===== src/rtl/immediate_sequencer_pkg.sv =====
// Shared encodings for the immediate sequencer: data width, extension modes and FSM states.
package immediate_sequencer_pkg;

  localparam int IMM_W = 16;

  typedef enum logic [1:0] {
    MODE_ZX4 = 2'b00,
    MODE_ZX8 = 2'b01,
    MODE_SX8 = 2'b10,
    MODE_ASM = 2'b11
  } imm_mode_e;

  typedef enum logic [1:0] {
    ST_IDLE    = 2'b00,
    ST_COLLECT = 2'b01,
    ST_DONE    = 2'b10
  } seq_state_e;

endpackage


===== src/rtl/immediate_extend.sv =====
// Combinational extension of the 8-bit instruction field into a 16-bit immediate.
module immediate_extend
  import immediate_sequencer_pkg::*;
(
  input  imm_mode_e        mode_i,
  input  logic [7:0]       field_i,
  output logic [IMM_W-1:0] ext_o
);

  always_comb begin
    ext_o = '0;
    case (mode_i)
      MODE_ZX4: ext_o = {12'h000, field_i[3:0]};
      MODE_ZX8: ext_o = {8'h00, field_i};
      MODE_SX8: ext_o = {{8{field_i[7]}}, field_i};
      default:  ext_o = '0;
    endcase
  end

endmodule


===== src/rtl/immediate_sequencer.sv =====
// Produces a 16-bit immediate either by extending the instruction field in one cycle
// or by assembling four streamed nibbles, with timeout and abort handling.
module immediate_sequencer
  import immediate_sequencer_pkg::*;
#(
  parameter int TIMEOUT = 15
) (
  input  logic             Clock,
  input  logic             Reset,
  input  logic             Start,
  input  logic [1:0]       Mode,
  input  logic [7:0]       Field,
  input  logic             NibbleValid,
  input  logic [3:0]       Nibble,
  input  logic             Abort,
  output logic             NibbleReady,
  output logic             Busy,
  output logic             ImmValid,
  output logic [IMM_W-1:0] Imm,
  output logic             Error
);

  localparam logic [7:0] TMO_LAST = 8'(TIMEOUT - 1);

  seq_state_e       state_q;
  logic [11:0]      acc_q;
  logic [1:0]       cnt_q;
  logic [7:0]       tmo_q;
  logic             ready_q;
  logic             busy_q;
  logic             vld_q;
  logic             err_q;
  logic [IMM_W-1:0] imm_q;
  logic [IMM_W-1:0] ext;

  immediate_extend u_extend (
    .mode_i  (imm_mode_e'(Mode)),
    .field_i (Field),
    .ext_o   (ext)
  );

  // Outputs are registered alongside the state they describe; defaults match IDLE.
  always_ff @(posedge Clock) begin
    if (Reset) begin
      state_q <= ST_IDLE;
      acc_q   <= '0;
      cnt_q   <= '0;
      tmo_q   <= '0;
      ready_q <= 1'b0;
      busy_q  <= 1'b0;
      vld_q   <= 1'b0;
      err_q   <= 1'b0;
      imm_q   <= '0;
    end else begin
      ready_q <= 1'b0;
      busy_q  <= 1'b0;
      vld_q   <= 1'b0;
      err_q   <= 1'b0;
      case (state_q)
        ST_IDLE: begin
          if (Start) begin
            busy_q <= 1'b1;
            if (imm_mode_e'(Mode) == MODE_ASM) begin
              acc_q   <= '0;
              cnt_q   <= '0;
              tmo_q   <= '0;
              ready_q <= 1'b1;
              state_q <= ST_COLLECT;
            end else begin
              imm_q   <= ext;
              vld_q   <= 1'b1;
              state_q <= ST_DONE;
            end
          end
        end
        ST_COLLECT: begin
          // Abort outranks acceptance, completion and timeout in the same cycle.
          if (Abort) begin
            state_q <= ST_IDLE;
          end else if (NibbleValid) begin
            acc_q  <= {acc_q[7:0], Nibble};
            cnt_q  <= cnt_q + 2'd1;
            tmo_q  <= '0;
            busy_q <= 1'b1;
            if (cnt_q == 2'd3) begin
              imm_q   <= {acc_q, Nibble};
              vld_q   <= 1'b1;
              state_q <= ST_DONE;
            end else begin
              ready_q <= 1'b1;
            end
          end else if (tmo_q == TMO_LAST) begin
            imm_q   <= '0;
            vld_q   <= 1'b1;
            err_q   <= 1'b1;
            busy_q  <= 1'b1;
            state_q <= ST_DONE;
          end else begin
            tmo_q   <= tmo_q + 8'd1;
            ready_q <= 1'b1;
            busy_q  <= 1'b1;
          end
        end
        ST_DONE: state_q <= ST_IDLE;
        default: state_q <= ST_IDLE;
      endcase
    end
  end

  assign NibbleReady = ready_q;
  assign Busy        = busy_q;
  assign ImmValid    = vld_q;
  assign Imm         = imm_q;
  assign Error       = err_q;

endmodule


===== config.mk =====
export PLATFORM = sky130hd
export DESIGN_NAME = immediate_sequencer
export DESIGN_NICKNAME = d
export VERILOG_FILES = /design/src/rtl/immediate_sequencer_pkg.sv /design/src/rtl/immediate_extend.sv /design/src/rtl/immediate_sequencer.sv
export SDC_FILE = /design/constraint.sdc
export NUM_CORES = 1
export LEC_CHECK = 0
export CAP_MARGIN = 10
export CELL_PAD_IN_SITES_DETAIL_PLACEMENT = 2
export CELL_PAD_IN_SITES_GLOBAL_PLACEMENT = 2
export CORE_ASPECT_RATIO = 1.75
export CORE_MARGIN = 2
export CORE_UTILIZATION = 31
export DETAILED_ROUTE_END_ITERATION = 10
export GPL_ROUTABILITY_DRIVEN = 0
export HOLD_SLACK_MARGIN = 0.1
export PLACE_DENSITY_LB_ADDON = 0.1
export SYNTH_ARGS = -nofsm -noshare
export SYNTH_HDL_FRONTEND = slang
export SYNTH_SLANG_ARGS = --single-unit

===== constraint.sdc =====
create_clock -name Clock -period 2.3 [get_ports Clock]
set_clock_uncertainty 0.15 [all_clocks]
set_input_delay 0.46 -clock Clock [delete_from_list [all_inputs] [get_ports Clock]]
set_output_delay 0.46 -clock Clock [all_outputs]
set_load 0.02 [all_outputs]

* Word-level counts from Yosys, hierarchy flattened
Index checks and enable logic that the tools add are counted.
** Operators by class
- Add/sub/neg operators :: 2
- Shifts and indexed selects :: 0
- Equal/unequal tests :: 16
- Multipliers :: 0
- Muxes and demuxes :: 48
- Order comparisons :: 0
- Reductions and logical operators :: 8
- Bitwise gates (word level) :: 1
- Div/mod/pow operators :: 0
** Operator list (number)
- 16-bit 2-to-1 mux :: 6
- 12-bit 2-to-1 mux :: 4
- 16-bit case mux with 3 select lines :: 1
- 8-bit 2-to-1 mux :: 5
- 16-bit case mux with 2 select lines :: 1
- 12-bit case mux with 2 select lines :: 1
- 2-bit 2-to-1 mux :: 10
- 8-bit case mux with 2 select lines :: 1
- 1-bit 2-to-1 mux :: 14
- 2-bit != test (second input constant) :: 5
- 5-bit AND reduction :: 2
- 3-bit != test (second input constant) :: 3
- 8-bit by 1-bit adder with 8-bit output (second input constant) :: 1
- 8-bit by 4-bit == test with 1-bit output (second input constant) :: 1
- 4-bit != test (second input constant) :: 2
- 2-bit case mux with 2 select lines :: 2
- 2-bit == test (second input constant) :: 3
- 1-bit case mux with 2 select lines :: 3
- 6-bit AND reduction :: 1
- 2-bit by 1-bit == test with 1-bit output (second input constant) :: 2
- 2-bit logical NOT :: 2
- 4-bit OR reduction :: 1
- 3-bit AND reduction :: 1
- 2-bit by 1-bit adder with 2-bit output (second input constant) :: 1
- other kinds (2) :: 2
** Storage, ports and cells
- Output and inout port bits :: 20
- Bits of input ports :: 19
- Bits in registers :: 44
- Word-level logic and storage cells :: 84
- Bits in latches :: 0
- Bits in writable memories :: 0
- ROM bits :: 0
- Memories :: 0

* Longest topological paths before layout
- Depth in word-level cells :: 5
- Gate-level depth with buffers :: 7
- Gate-level depth less buffers :: 5

* Cells and area by module
From an unflattened synthesis, not the netlist that was laid out.
** Unflattened totals
- Cell total of the unflattened synthesis :: 241
- Area total of the unflattened synthesis :: 2301.0 um^2
** Modules (own cells, without submodules)
- immediate_sequencer :: sequential area each 880.8 um^2, area an instance 2178.3 um^2, cells each 222, instances 1
- immediate_extend :: sequential area each 0.0 um^2, area an instance 122.6 um^2, cells each 19, instances 1

* Least setup slack after synthesis
Ideal clock, no wire load.
- Kind :: input to register
- Start :: input port Abort
- End :: register imm_q[0] (netlist: Imm[0])
- Path buffers :: 2
- Cell stages on the path :: 6
- Data required time :: 2029 ps
- Setup time :: 121 ps
- Slack :: 465 ps
- Arrival time :: 1565 ps
- Cells stage by stage :: nand2b_1 > buf_4 > a21boi_0 > a311o_1 > buf_6 > mux2_2
** On the way
- Longest elaborated chain between the ends :: 2
** Ends and longest elaborated chain
- start, declared :: RTL line immediate_sequencer.sv:15 : input logic Abort,
- 2-bit != test (no source line)
- 6-bit AND reduction (no source line)
- end signal, assigned :: RTL line immediate_sequencer.sv:70 : imm_q <= ext;
- end signal, assigned :: RTL line immediate_sequencer.sv:86 : imm_q <= {acc_q, Nibble};
- end, declared :: RTL line immediate_sequencer.sv:33 : logic [IMM_W-1:0] imm_q;
No other way between the ends.
A chain may end at the register's enable or synchronous reset.

* Worst setup path in the final report
- Start :: input port Mode[1]
- End :: register tmo_q[6]
** On the way
- Longest elaborated chain between the ends :: 3
** Ends and longest elaborated chain
- start, declared :: RTL line immediate_sequencer.sv:11 : input logic [1:0] Mode,
- 2-bit == test :: RTL line immediate_sequencer.sv:63 : if (imm_mode_e'(Mode) == MODE_ASM) begin
- 2-bit != test (no source line)
- 5-bit AND reduction (no source line)
- end signal, assigned :: RTL line immediate_sequencer.sv:99 : tmo_q <= tmo_q + 8'd1;
- end, declared :: RTL line immediate_sequencer.sv:28 : logic [7:0] tmo_q;
No other way between the ends.

==> results.yml <==
run_status:
  status: "complete, no violations"
synthesis:
  syn_inst: 221
  synth_area_leaders: "dfxtp_1 (42%), mux2_2 (4.3%), nand2_1 (4.1%), mux2i_1 (3.8%), a21oi_1 (3.4%)"
  async_flop_share_pct: 0
  synth-warning-count: 0
  ys.flop_type: "dfxtp_1"
  synth_seq_cells: 44
  synth.cell_area_um2: 2090
  ys_types: 49
  synth_top_family_by_area: "simple AND/OR/NAND/NOR gates"
  synth_seq_area_share_pct: 42.2
  synthMuxAreaShare_pct: 8.16
  synth-xor-area-share_pct: 1.26
  synth_top_area_share_pct: 42.2
  avgSynthCellArea_um2: 9.44
  synthAdderAreaFrac_pct: 1.80
  yosys.area_share.simple_pct: 21.4
  synth_edf_count: 0
  synth_compound_area_share_pct: 19.7
  syn-num-nets: 243
  yosysTopAreaCell: "dfxtp_1"
worst_setup_path:
  critPathRequiredTime_ns: 2.33
  crit_buf_inv: 2
  timing_worst_setup_path_type: "in -> reg"
  critPathTopFamily: "buffers and inverters"
  cp_data_arrival_time_ns: 2.19
  path_cells: "clkdlybuf4s50_1 -> nand4b_2 -> a2111oi_1 -> buf_4 -> xnor2_1 -> nor2_1"
  crit_path_end_kind: "flop"
  crit_path_max_fanout: 8
  max_stage_delay_ns: 0.57
  critPathSlowestCell: "clkdlybuf4s50_1"
  crit_path_start_kind: "input port"
place:
  port-buffer-count: 38
  dpl.cell_count: 344
  dp_hpwl_mm: 4.63
cts:
  clkLatencyLatePin_ns: 0.29
  clockBufferDepth: 2
  cts_buffers: 5
  cts_hold_buf: 0
  cts_tree: "yes"
  htree_num_levels: 2
  postCtsSetupBuffers: 0
  root_buffer: "clkbuf_16"
  cts.sinks: 44
  clkTransAtPathRegs_ns: 0.06
sta:
  min_period_ns: 2.15
  worst_pin_slew_ns: 0.451
  fmax_mhz: 464
  maxSlewHeadroom_pct: 69.8
  min_period_over_period_pct: 93.7
  rsz0062_at_grt: "yes"
  drv_slew: 0
  setup_violations: 0
  finalSetupTns_ns: 0
  hold_viol: 0
detailed_routing:
  vias_per_cell: 5.35
  wl_mm: 5.94
  drtIter0Drc: 46
  post-route-drc-count: 0
  wl_per_cell_um: 16.9
  dr_total_vias: 1878
  dr.pass1.iters: 4
  drtAntennaViolNets: 0
power_and_ir_drop:
  p_comb_share_pct: 11.5
  power.leakage_nw: 1.03
  p_sw_share_pct: 21.6
  p_sw_mw: 0.415
  power_density_nw_per_um2: 683
  p_clk_share_pct: 47.5
  p_int_mw: 1.51
  peakVddDrop_mv: 0.573
  seqPwrFrac_pct: 41.0
layout:
  layout.cells.non_filler: 351
  fillCellCount: 726
  fin_nets: 291
  final_layout_size_suffix_gt1_share_pct: 14.5
  antenna_cells: 0
  areaGrowthSynthToFinish_pct: 35.0
floorplan:
  core_area_um2: 6540
  num_rows: 39
  die_w_um: 66.0
  die_area_um2: 7430
  die_h_um: 113
  pin_count: 39
  initial_core_util_pct: 31.9
global_routing:
  grt-ovfl-total: 0
  grt_max_degree: 23
  grt_pass1_wl_mm: 10.1
  antenna_found_initial: 0
  grt_pass1_vias: 2074
  gr-usage-all-layers_pct: 17.7
min_path:
  holdCritPathClass: "reg -> reg"
job:
  max-cap-violations: 0
layout make-up:
cell class,count,area [um^2],share of cell area (%)
multi-input combinational,157,1090,38.8
sequential,44,881,31.3
timing repair buffer,58,543,19.3
clock buffer,5,125,4.44
tap,82,103,3.64
clock inverter,2,60.1,2.13
inverter,3,11.3,0.400
tightest hold or removal path: cells and delay by family, from the launching register on:
kind / cells / cell delay (ns)
flops: 1 / 0.31
mux: 1 / 0.05
simple gates: 1 / 0.05
cells in the mapped netlist, drive strengths merged (7+ instances only):
| cell type | count |
|---|---|
| dfxtp | 44 |
| mux2 | 8 |
| nor2 | 12 |
| nand3 | 7 |
| a32oi | 8 |
| mux2i | 8 |
| nand2 | 23 |
| buf | 10 |
| nor2b | 10 |
| o2bb2ai | 8 |
| a21oi | 14 |
per-layer routing:
metal	GRT usage, %	share of wire [%]	vias to the layer above
met3	3.91	2.7	13
met1	17.5	36	935
met4	8.30	2.9	0
met5	0	0	-
met2	33.4	58	25
li1	-	-	905
cells by family after synthesis:
family / after synthesis
adder cells (fa/ha/maj): 3
AO/OA/AOI/OAI: 55
AND/OR/NAND/NOR: 80
multiplexers: 16
buffers and inverters: 20
XOR/XNOR: 3
flip-flops: 44
power groups by stage:
| stage | Sequential (mW) | Combinational [mW] | Clock [mW] |
|---|---|---|---|
| after floorplan | 0.822 | 0.103 | 0 |
| after global placement | 0.806 | 0.221 | 0 |
| after detailed placement | 0.807 | 0.224 | 0 |
| after CTS | 0.789 | 0.225 | 0.941 |
| after global routing | 0.791 | 0.242 | 0.974 |
| final | 0.789 | 0.220 | 0.914 |
cell usage in the layout (no fill, tap or decap), types with 2 or more instances in the layout:
cell,netlist,final
buf_4,1,19
bufinv_16,0,2
clkbuf_16,0,5
or4_1,2,2
o31ai_1,2,2
nand4b_1,2,2
ha_1,3,3
a2111oi_1,0,2
a21oi_1,14,14
xnor2_1,2,2
mux2_2,8,8
a32o_1,4,4
nor2_1,12,12
a21o_1,2,2
mux2i_1,8,8
nand2b_1,6,6
clkdlybuf4s50_1,0,38
nand2_1,23,23
a211oi_1,2,2
a32oi_1,8,8
nand3_1,7,7
inv_1,2,2
nand4_1,4,4
dfxtp_1,44,44
o21ai_0,4,4
a22o_1,6,6
or3_1,2,2
nor2b_1,10,10
o2bb2ai_1,8,8
state kept, by name (all words and copies together) (netlist names):
| signal | flops |
|---|---|
| Imm | 16 |
| acc_q | 12 |
| tmo_q | 8 |
| cnt_q | 2 |
| state_q | 2 |
| Busy | 1 |
| Error | 1 |
| ImmValid | 1 |
| NibbleReady | 1 |
final timing paths:
kind	start	end	slack [ns]	cells past startpoint
worst max register to register	tmo_q[4]	Imm[9]	0.21	6
worst min-delay path	Imm[14]	Imm[14]	0.31	2
worst max-delay path	Mode[1]	tmo_q[6]	0.15	6
worst min register to register	Imm[14]	Imm[14]	0.31	2
stage by stage:
step / area [um^2] / hold WS [ns] / utilization [%] / power (mW) / setup slack [ns]
finish: 2820 / 0.309 / 43.1 / 1.92 / 0.146
global route: 2820 / 0.327 / 43.1 / 2.01 / -0.00616
CTS: 2810 / 0.317 / 43.0 / 1.95 / 0.0269
detailed placement: 2630 / 0.308 / 40.2 / 1.03 / -0.251
global placement: 2630 / 0.296 / 40.2 / 1.03 / -0.220
floorplan: 2090 / 0.295 / - / 0.924 / 0.465
timing repair:
action | 4_1_cts | 5_1_grt
endpoints found under the setup margin | 0 | 2
gates resized for setup | 0 | 2
endpoints found under the hold margin | 0 | 0
Power figures use the tool's default switching activity.
